## src/rtl/timekeeper_pkg.sv

```systemverilog
// Shared types for the multi-mode timekeeper.
// Mode and field selects, time record, BCD helpers.
package timekeeper_pkg;

  typedef enum logic [1:0] {
    MODE_CLK = 2'b00,
    MODE_SW  = 2'b01,
    MODE_CD  = 2'b10,
    MODE_ALM = 2'b11
  } mode_e;

  typedef enum logic [1:0] {
    FLD_SEC  = 2'b00,
    FLD_MIN  = 2'b01,
    FLD_HOUR = 2'b10,
    FLD_NONE = 2'b11
  } field_e;

  typedef struct packed {
    logic [6:0] hh;
    logic [5:0] mm;
    logic [5:0] ss;
    logic [6:0] cs;
  } time_t;

  function automatic logic [7:0] bcd2(input logic [6:0] v);
    logic [3:0] t;
    logic [3:0] o;
    t = 4'(v / 7'd10);
    o = 4'(v % 7'd10);
    return {t, o};
  endfunction

  function automatic logic [31:0] to_bcd(input time_t r);
    return {bcd2(r.hh), bcd2({1'b0, r.mm}),
            bcd2({1'b0, r.ss}), bcd2(r.cs)};
  endfunction

endpackage

```

## src/rtl/tk_counter.sv

```systemverilog
// One hh:mm:ss:cs record counting up or down.
// Load beats adjust, adjust beats a step.
module tk_counter
  import timekeeper_pkg::*;
#(
  parameter int    HMOD = 24,
  parameter bit    DOWN = 1'b0,
  parameter time_t INIT = '0
) (
  input  logic   clk,
  input  logic   reset,
  input  logic   step,
  input  logic   load,
  input  logic   adj,
  input  field_e field,
  output time_t  t
);

  localparam logic [6:0] HMAX = 7'(HMOD - 1);

  time_t nxt;

  // next value: load, adjust, or one step with carry/borrow
  always_comb begin
    nxt = t;
    if (load) begin
      nxt = INIT;
    end else if (adj) begin
      unique case (field)
        FLD_SEC: begin
          nxt.ss = (t.ss == 6'd59) ? 6'd0 : t.ss + 6'd1;
          nxt.cs = '0;
        end
        FLD_MIN: begin
          nxt.mm = (t.mm == 6'd59) ? 6'd0 : t.mm + 6'd1;
          nxt.cs = '0;
        end
        FLD_HOUR: begin
          nxt.hh = (t.hh == HMAX) ? 7'd0 : t.hh + 7'd1;
          nxt.cs = '0;
        end
        FLD_NONE: ;
      endcase
    end else if (step) begin
      if (!DOWN) begin
        if (t.cs != 7'd99) begin
          nxt.cs = t.cs + 7'd1;
        end else begin
          nxt.cs = '0;
          if (t.ss != 6'd59) begin
            nxt.ss = t.ss + 6'd1;
          end else begin
            nxt.ss = '0;
            if (t.mm != 6'd59) begin
              nxt.mm = t.mm + 6'd1;
            end else begin
              nxt.mm = '0;
              nxt.hh = (t.hh == HMAX) ? 7'd0 : t.hh + 7'd1;
            end
          end
        end
      end else begin
        if (t.cs != 7'd0) begin
          nxt.cs = t.cs - 7'd1;
        end else begin
          nxt.cs = 7'd99;
          if (t.ss != 6'd0) begin
            nxt.ss = t.ss - 6'd1;
          end else begin
            nxt.ss = 6'd59;
            if (t.mm != 6'd0) begin
              nxt.mm = t.mm - 6'd1;
            end else begin
              nxt.mm = 6'd59;
              nxt.hh = (t.hh == 7'd0) ? HMAX : t.hh - 7'd1;
            end
          end
        end
      end
    end
  end

  // record register
  always_ff @(posedge clk or posedge reset) begin
    if (reset) t <= INIT;
    else       t <= nxt;
  end

endmodule

```

## src/rtl/multi_mode_timekeeper.sv

```systemverilog
// Clock, stopwatch and countdown on a shared centisecond tick.
// Define ALARM_EN to build the alarm registers behind mode 11.
module multi_mode_timekeeper
  import timekeeper_pkg::*;
#(
  parameter int CLK_HZ    = 50_000_000,
  parameter int TICK_HZ   = 100,
  parameter int HOUR_MOD  = 24,
  parameter int CD_INIT_H = 0,
  parameter int CD_INIT_M = 1,
  parameter int CD_INIT_S = 0
) (
  input  logic        clk,
  input  logic        reset,
  input  logic [1:0]  mode,
  input  logic        start_stop,
  input  logic        clear,
  input  logic        adj_en,
  input  logic [1:0]  adj_field,
  input  logic        adj_inc,
  output logic [6:0]  hh,
  output logic [5:0]  mm,
  output logic [5:0]  ss,
  output logic [6:0]  cs,
  output logic [31:0] bcd,
  output logic        running,
  output logic        expired,
  output logic        tick,
  output logic        alarm
);

  localparam int DIV = CLK_HZ / TICK_HZ;
  localparam int DW  = (DIV > 1) ? $clog2(DIV) : 1;

  localparam time_t CD_PRESET = '{
    hh: 7'(CD_INIT_H), mm: 6'(CD_INIT_M),
    ss: 6'(CD_INIT_S), cs: 7'd0};
  localparam time_t CD_ONE = '{
    hh: 7'd0, mm: 6'd0, ss: 6'd0, cs: 7'd1};

  mode_e  m;
  field_e fld;
  logic   [DW-1:0] div;
  logic   adj_go;
  logic   clk_sel;
  logic   sw_sel;
  logic   cd_sel;
  logic   sw_run;
  logic   cd_run;
  logic   cd_zero;
  logic   cd_hit;
  time_t  clk_t;
  time_t  sw_t;
  time_t  cd_t;
  time_t  disp;

  assign m      = mode_e'(mode);
  assign fld    = field_e'(adj_field);
  assign adj_go = adj_en & adj_inc;
  assign sw_sel = (m == MODE_SW);
  assign cd_sel = (m == MODE_CD);
`ifdef ALARM_EN
  assign clk_sel = (m == MODE_CLK);
`else
  assign clk_sel = (m == MODE_CLK) | (m == MODE_ALM);
`endif

  // centisecond divider
  always_ff @(posedge clk or posedge reset) begin
    if (reset)     div <= '0;
    else if (tick) div <= '0;
    else           div <= div + DW'(1);
  end

  assign tick = (div == DW'(DIV - 1));

  tk_counter #(
    .HMOD(HOUR_MOD), .DOWN(1'b0), .INIT('0)
  ) u_clk (
    .clk  (clk),
    .reset(reset),
    .step (tick & ~(adj_en & clk_sel)),
    .load (clear & clk_sel),
    .adj  (adj_go & clk_sel),
    .field(fld),
    .t    (clk_t)
  );

  tk_counter #(
    .HMOD(100), .DOWN(1'b0), .INIT('0)
  ) u_sw (
    .clk  (clk),
    .reset(reset),
    .step (tick & sw_run),
    .load (clear & sw_sel),
    .adj  (adj_go & sw_sel & ~sw_run),
    .field(fld),
    .t    (sw_t)
  );

  tk_counter #(
    .HMOD(100), .DOWN(1'b1), .INIT(CD_PRESET)
  ) u_cd (
    .clk  (clk),
    .reset(reset),
    .step (tick & cd_run),
    .load (clear & cd_sel),
    .adj  (adj_go & cd_sel & ~cd_run),
    .field(fld),
    .t    (cd_t)
  );

  assign cd_zero = (cd_t == '0);
  assign cd_hit  = tick & cd_run & (cd_t == CD_ONE);

  // stopwatch run flag; clear wins over start_stop
  always_ff @(posedge clk or posedge reset) begin
    if (reset)
      sw_run <= 1'b0;
    else if (clear && sw_sel)
      sw_run <= 1'b0;
    else if (start_stop && sw_sel)
      sw_run <= ~sw_run;
  end

  // countdown run and sticky expired flag
  always_ff @(posedge clk or posedge reset) begin
    if (reset) begin
      cd_run  <= 1'b0;
      expired <= 1'b0;
    end else if (clear && cd_sel) begin
      cd_run  <= 1'b0;
      expired <= 1'b0;
    end else if (cd_hit) begin
      cd_run  <= 1'b0;
      expired <= 1'b1;
    end else if (start_stop && cd_sel && !cd_zero) begin
      cd_run  <= ~cd_run;
    end
  end

`ifdef ALARM_EN
  localparam int HOLD = 60 * TICK_HZ;
  localparam int HW   = $clog2(HOLD + 1);
  localparam logic [6:0] HMAX = 7'(HOUR_MOD - 1);

  logic [6:0]    alm_hh;
  logic [5:0]    alm_mm;
  logic [HW-1:0] hold;
  logic          alm_sel;
  logic          match;
  logic          match_d;
  logic          alm_q;

  assign alm_sel = (m == MODE_ALM);
  assign match   = (clk_t.hh == alm_hh) && (clk_t.mm == alm_mm)
                && (clk_t.ss == 6'd0) && (clk_t.cs == 7'd0);

  // alarm time set in mode 11
  always_ff @(posedge clk or posedge reset) begin
    if (reset) begin
      alm_hh <= '0;
      alm_mm <= '0;
    end else if (adj_go && alm_sel) begin
      unique case (fld)
        FLD_HOUR:
          alm_hh <= (alm_hh == HMAX) ? 7'd0 : alm_hh + 7'd1;
        FLD_MIN:
          alm_mm <= (alm_mm == 6'd59) ? 6'd0 : alm_mm + 6'd1;
        default: ;
      endcase
    end
  end

  // ring on match entry for 60 s or until cleared
  always_ff @(posedge clk or posedge reset) begin
    if (reset) begin
      alm_q   <= 1'b0;
      hold    <= '0;
      match_d <= 1'b1;
    end else begin
      match_d <= match;
      if (clear && alm_sel) begin
        alm_q <= 1'b0;
      end else if (match && !match_d) begin
        alm_q <= 1'b1;
        hold  <= '0;
      end else if (alm_q && tick) begin
        if (hold == HW'(HOLD - 1)) alm_q <= 1'b0;
        else                       hold  <= hold + HW'(1);
      end
    end
  end

  assign alarm = alm_q;
`else
  assign alarm = 1'b0;
`endif

  // displayed set and its run flag
  always_comb begin
    disp    = clk_t;
    running = 1'b1;
    unique case (m)
      MODE_CLK: begin
        disp    = clk_t;
        running = 1'b1;
      end
      MODE_SW: begin
        disp    = sw_t;
        running = sw_run;
      end
      MODE_CD: begin
        disp    = cd_t;
        running = cd_run;
      end
      MODE_ALM: begin
`ifdef ALARM_EN
        disp    = '{hh: alm_hh, mm: alm_mm,
                    ss: 6'd0, cs: 7'd0};
        running = 1'b0;
`else
        disp    = clk_t;
        running = 1'b1;
`endif
      end
    endcase
  end

  assign hh  = disp.hh;
  assign mm  = disp.mm;
  assign ss  = disp.ss;
  assign cs  = disp.cs;
  assign bcd = to_bcd(disp);

endmodule
```

## config.mk

```make
export PLATFORM = sky130hd
export DESIGN_NAME = multi_mode_timekeeper
export DESIGN_NICKNAME = d
export VERILOG_FILES = /design/src/rtl/timekeeper_pkg.sv /design/src/rtl/tk_counter.sv /design/src/rtl/multi_mode_timekeeper.sv
export SDC_FILE = /design/constraint.sdc
export NUM_CORES = 1
export LEC_CHECK = 0
export CAP_MARGIN = 30
export CORE_MARGIN = 3
export CORE_UTILIZATION = 54
export CTS_BUF_LIST = sky130_fd_sc_hd__clkbuf_16
export DETAILED_ROUTE_END_ITERATION = 10
export PLACE_DENSITY = 0.85
export SETUP_SLACK_MARGIN = 0.15
export SLEW_MARGIN = 20
export SYNTH_ARGS = -nofsm -noshare
export SYNTH_HDL_FRONTEND = slang
export SYNTH_SLANG_ARGS = --single-unit
```

## constraint.sdc

```tcl
create_clock -name clk -period 6.6 [get_ports clk]
set_clock_uncertainty 0.2 [all_clocks]
set_input_delay 0.66 -clock clk [delete_from_list [all_inputs] [get_ports clk]]
set_output_delay 0.66 -clock clk [all_outputs]
set_load 0.05 [all_outputs]
```

-- Yosys cells after proc, flatten, opt, wreduce, memory -nomap -nowiden
Cells that the tools add are included.
- flip-flop bits (word level): 100
- word-level logic and storage cells: 191
- $add $sub $neg: 16
- div/mod/pow operators: 8
- equal/unequal tests: 43
- mux-type cells: 57
- bitwise gates (word level): 18
- reduce and logical (&&, ||, !) cells: 33
- operators with widths (operator ; count):
    26-bit 2-to-1 mux ; 9
    6-bit 2-to-1 mux ; 18
    7-bit 2-to-1 mux ; 14
    26-bit case mux with 3 select lines ; 1
    19-bit 2-to-1 mux ; 4
    3-bit by 1-bit != test with 1-bit output, second input constant ; 15
    13-bit 2-to-1 mux ; 3
    6-bit by 1-bit adder with 6-bit output, second input constant ; 6
    6-bit == test, second input constant ; 6
    7-bit by 1-bit adder with 7-bit output, second input constant ; 5
    26-bit by 1-bit == test with 1-bit output, second input constant ; 1
    26-bit logical NOT ; 1
    6-bit != test, second input constant ; 4
    19-bit by 1-bit adder with 19-bit output, second input constant ; 1
    19-bit == test, second input constant ; 1
    3-bit by 2-bit != test with 1-bit output, second input constant ; 6
    5-bit AND reduction ; 3
    1-bit bitwise AND ; 14
    6-bit by 4-bit divider with 7-bit output, second input constant ; 2
    7-bit by 4-bit divider with 7-bit output, second input constant ; 2
    7-bit == test, second input constant ; 2
    6-bit by 4-bit remainder unit with 7-bit output, second input constant ; 2
    7-bit by 4-bit remainder unit with 7-bit output, second input constant ; 2
    7-bit != test, second input constant ; 2
    other kinds (22) ; 51

-- Longest topological paths before layout
- depth after elaboration: 8
- depth in mapped cells: 25
- gate-level depth less buffers: 21

-- By module
From an unflattened synthesis, not the netlist that was laid out.
- cells, all modules: 1078
- area, all modules: 8734.6 um^2
- modules (own cells, without submodules) (module ; times used ; cells an instance ; area an instance (um^2) ; seq. area each (um^2)):
    multi_mode_timekeeper ; 1 ; 465 ; 3424.5 ; 550.5
    tk_counter (u_cd) ; 1 ; 276 ; 2243.4 ; 651.9
    tk_counter (u_clk) ; 1 ; 175 ; 1556.5 ; 650.6
    tk_counter (u_sw) ; 1 ; 162 ; 1510.2 ; 650.6

-- Worst setup path after synthesis
OpenSTA, ideal clock, no wires.
- kind: input to output
- from: input mode[1]
- to: output bcd[18]
- arrival: 6109 ps
- data required time: 5740 ps
- path slack: -369 ps
- stages: 21
- buffers on the path: 4
- path through: inv_1 > ha_1 > buf_6 > buf_2 > buf_2 > o21ai_0 > o41a_1 > o31a_1 > inv_1 > ha_1 > o2111ai_1 > a22oi_1 > a311o_1 > clkbuf_1 > xnor2_1 > ha_1 > inv_1 > nand2_1 > mux2i_1 > nor3b_2 > mux2i_1
- longest elaborated chain between the ends: 4
- elaborated cells on any way between the ends: 7
- classes of those cells: div (1); eq/ne (3); mux (1); reduce/logical (2)
- ends and longest elaborated chain (item ; RTL line ; source):
    from (decl) ; multi_mode_timekeeper.sv:15 ; input logic [1:0] mode,
    2-bit == test or 2-bit logical NOT (tied branches) ; multi_mode_timekeeper.sv:204 ; unique case (m)
    2-bit OR reduction (no source line) ; - ;
    26-bit case mux with 3 select lines (*) ; multi_mode_timekeeper.sv:204 ;
    6-bit by 4-bit remainder unit with 7-bit output (*) ; timekeeper_pkg.sv:30 ; o = 4'(v % 7'd10);
    to (decl) ; multi_mode_timekeeper.sv:25 ; output logic [31:0] bcd,
Every way passes the cells marked *; elsewhere a longest branch is shown, timed or not.

-- Worst setup path in the final report
- from: input mode[0]
- to: output bcd[10]
The elaborated chain is that of the path after synthesis.

==> impl_metrics.csv <==
group,metric,value,unit
run_status,status,"completed",
final_layout,n_antenna_cell,0,
final_layout,post-route-util,0.642,
logic_synthesis,netlist_area,8340,um^2
sta,whs,265,ps
critical_path,cp-end-kind,"output port",
clock_tree,cts_tree,"built",
placement,port_buffers,68,
clock_tree,htree_num_levels,3,
final_layout,fillers,1225,
global_routing,grt_max_degree,68,
placement,dp.cells,1288,
logic_synthesis,ys_seq_area_frac,0.300,
floorplanning,die_area,17000,um^2
clock_tree,cts_sinks,100,
global_routing,antenna_found_initial,0,
routing,drtPass1Iterations,8,
logic_synthesis,synth_cell_types,89,
critical_path,start_kind,"primary input",
clock_tree,cts_hold_buf,0,
sta,hold_viol_final,0,
critical_path,crit_family,"compound AO/OA/AOI/OAI gates",
sta,slew_headroom,0.377,
critical_path,reg2reg_slack,3150,ps
final_layout,final_cells,1310,
critical_path,path_buf_inv,5,
final_layout,syn_to_final_growth,13.9,%
global_routing,first_global_vias,7577,
routing,wl,21.8,mm
floorplanning,initial_utilization,0.563,
logic_synthesis,async_flop_share,1.00,
floorplanning,die_x,130,um
floorplanning,core-area,14800,um^2
placement,place_area,9130,um^2
logic_synthesis,synth_seq_cells,100,
final_layout,fin_nets,1164,
sta,setup_violations,0,
critical_path,cpPeakStageDelay,540,ps
global_routing,grt_remaining_overflow,0,
sta,min_period,6240,ps
min_path,min_path_type,"flip-flop to flip-flop",
critical_path,r2r_cells,6,
power,peakVddDrop,297,uV
routing,vias_per_cell,6.39,
global_routing,grtUsageTotal,0.257,
sta,fmaxAchievable,0.160,GHz
placement,hpwlAfterDp,15.8,mm
logic_synthesis,synth_ff_type,"dfrtp_1",
critical_path,crit_chain,"clkdlybuf4s50_1 > inv_1 > ha_2 > buf_4 > a22oi_2 > o21ai_4 > ha_1 > a21oi_4 > a21oi_1 > o22ai_2 > inv_1 > ha_1 > a21boi_1 > o311ai_4 > xnor2_1 > ha_2 > o31ai_1 > a21oi_1 > mux2_1 > or4_1 > buf_4",
clock_tree,clk_latency,360,ps
critical_path,crit_end,"bcd[10]",
routing,drtIter0Drc,915,
sta,post-route-period-util,0.946,
clock_tree,cts_root_buf,"clkbuf_16",
critical_path,arrival,5380,ps
routing,ant_nets,0,
critical_path,startpoint,"mode[0]",
floorplanning,ios,72,
floorplanning,die_h,130,um
sta,tns,0,ps
power,pwr_density_cell,408,nW/um^2
logic_synthesis,synth_area_per_cell,7.71,um^2
routing,drc,0,
placement,gp_congestion,0.924,
sta,rsz0062_at_grt,"yes",
sta,max_slew.worst_pin.slew,934,ps
logic_synthesis,synth_edf_count,0,
critical_path,reg2reg_to,"u_cd.t[11]$_DFFE_PP0P_",
final_layout,drive_gt1_frac,0.101,
critical_path,cpMaxStageDelayCell,"clkdlybuf4s50_1",
clock_tree,cts_buffer_depth,2,
critical_path,cp_num_cells,21,
final_layout,final_cell_area,9500,um^2
floorplanning,std_cell_rows,44,
logic_synthesis,syn_inst,1082,
critical_path,critPathKind,"primary input to output port",
clock_tree,clkTransAtPathRegs,70,ps
critical_path,r2r-start,"cd_run$_DFFE_PP0P_",
routing,num_vias,8372,
routing,wl_per_cell,16.6,um
clock_tree,cts-buffers-inserted,9,
critical_path,worstPathRequired,5740,ps
critical_path,critPathMaxFanout,12,
job,max-cap-violations,0,
sta,finalMaxSlewViolations,0,
power,p_leak,0.00388,uW
logic_synthesis,yosys_warnings,0,
global_routing,grt_pass1_wl,36.2,mm
==> layout by cell type (no fill, tap or decap), types with 6 or more instances in the layout <==
cell type        instances
a21oi_1                 67
and2_1                   8
a31oi_1                 11
o211ai_1                11
xor2_1                  11
nor2_1                  82
nand3_1                 45
clkdlybuf4s50_1         51
inv_2                    8
nand2_1                130
a21o_1                   7
nand4_1                 15
buf_12                   7
o31ai_1                 21
and3_1                  20
nor2b_1                 15
xnor2_1                 22
a221o_1                 10
dfrtp_1                 99
mux2i_1                  8
buf_4                   30
clkbuf_16                9
or3_1                   10
a221oi_1                 8
a211oi_1                12
o21ai_1                  7
or2_2                   18
nand3b_1                 6
a22oi_1                 15
nor3_1                  35
nand2b_1                17
o21ai_0                108
nor4_1                   6
inv_1                   45
ha_1                    30
o22a_1                   6
o21a_1                  13
==> synth_stat cells (15+ instances only) <==
cell type / instances / area, um^2
nor2_1: 82 / 308
or2_2: 18 / 113
a22oi_1: 15 / 113
o31ai_1: 21 / 158
nor3_1: 35 / 175
inv_1: 46 / 173
dfrtp_1: 99 / 2480
nand3_1: 45 / 225
and3_1: 20 / 125
nand4_1: 15 / 93.8
nand2b_1: 17 / 106
xnor2_1: 23 / 201
o21ai_0: 109 / 546
a21oi_1: 67 / 335
nand2_1: 130 / 488
ha_1: 33 / 413
clkbuf_1: 37 / 139
nor2b_1: 15 / 93.8
==> cells by family (layout without fill, tap and decap cells) <==
logic type,after synthesis,in the layout,share of synthesized area
flops,100,100,0.300
simple gates,436,436,0.261
mux,12,12,0.0151
fa+ha+maj,33,33,0.0495
buf+inv,119,161,0.0630
compound gates,347,347,0.275
other cells,1,3,0.000449
xor+xnor,34,34,0.0357
==> worst min-delay path by stage <==
stage,from,endpoint,slack (ps),cells past startpoint
after global placement,div[0]$_DFF_PP0_,div[0]$_DFF_PP0_,250,1
final,div[0]$_DFF_PP0_,div[0]$_DFF_PP0_,260,1
after detailed placement,div[0]$_DFF_PP0_,div[0]$_DFF_PP0_,260,1
after CTS,div[0]$_DFF_PP0_,div[0]$_DFF_PP0_,270,1
after global routing,div[0]$_DFF_PP0_,div[0]$_DFF_PP0_,290,1
after floorplan,div[0]$_DFF_PP0_,div[0]$_DFF_PP0_,230,1
==> registers in the layout (all words and copies together), names as in the netlist <==
register,count
expired,1
cd_run,1
sw_run,1
div,19
u_sw.t,26
u_clk.t,26
u_cd.t,26
==> report_power, final <==
part | internal (uW) | switching (uW) | leakage, uW | total, uW
registers | 756 | 274 | 0.00130 | 1030
clock network | 266 | 268 | 0.000144 | 534
logic | 914 | 1400 | 0.00244 | 2310
total | 1940 | 1940 | 0.00388 | 3880
==> through the flow <==
stage	setup WS (ps)	total power (uW)
floorplan	37.1	2600
global placement	376	3240
detailed placement	74.5	3280
CTS	173	3830
global route	81.6	4130
finish	357	3880
==> worst register-to-register path: stages, from the launching register on <==
cell and delay (ps):
dfrtp_1 470, nand4b_1 780, nand2_1 780, a31oi_1 90
a21oi_1 600, o21ai_0 200, a32o_1 240
==> layout make-up <==
cell class                 instances  area (um^2)  share of cell area
multi-input combinational        865         5370               0.566
sequential                       100         2500               0.263
timing repair buffer              89          888              0.0935
tap                              184          230              0.0242
clock buffer                       9          225              0.0237
inverter                          56          215              0.0226
clock inverter                     7         66.3             0.00698
==> per-layer routing <==
metal | GRT usage | wire length (um)
met1 | 0.364 | 9700
met2 | 0.402 | 9920
met3 | 0.0487 | 1710
met4 | 0.0764 | 444
met5 | 0 | 0
==> what timing repair did <==
item / CTS / global route
cloned: 0 / 0
gates resized for setup: 2 / 9
pin swaps: 1 / 4
setup buffers: 1 / 5
setup endpoints to repair: 2 / 6
(Power assumes the default switching activity.)
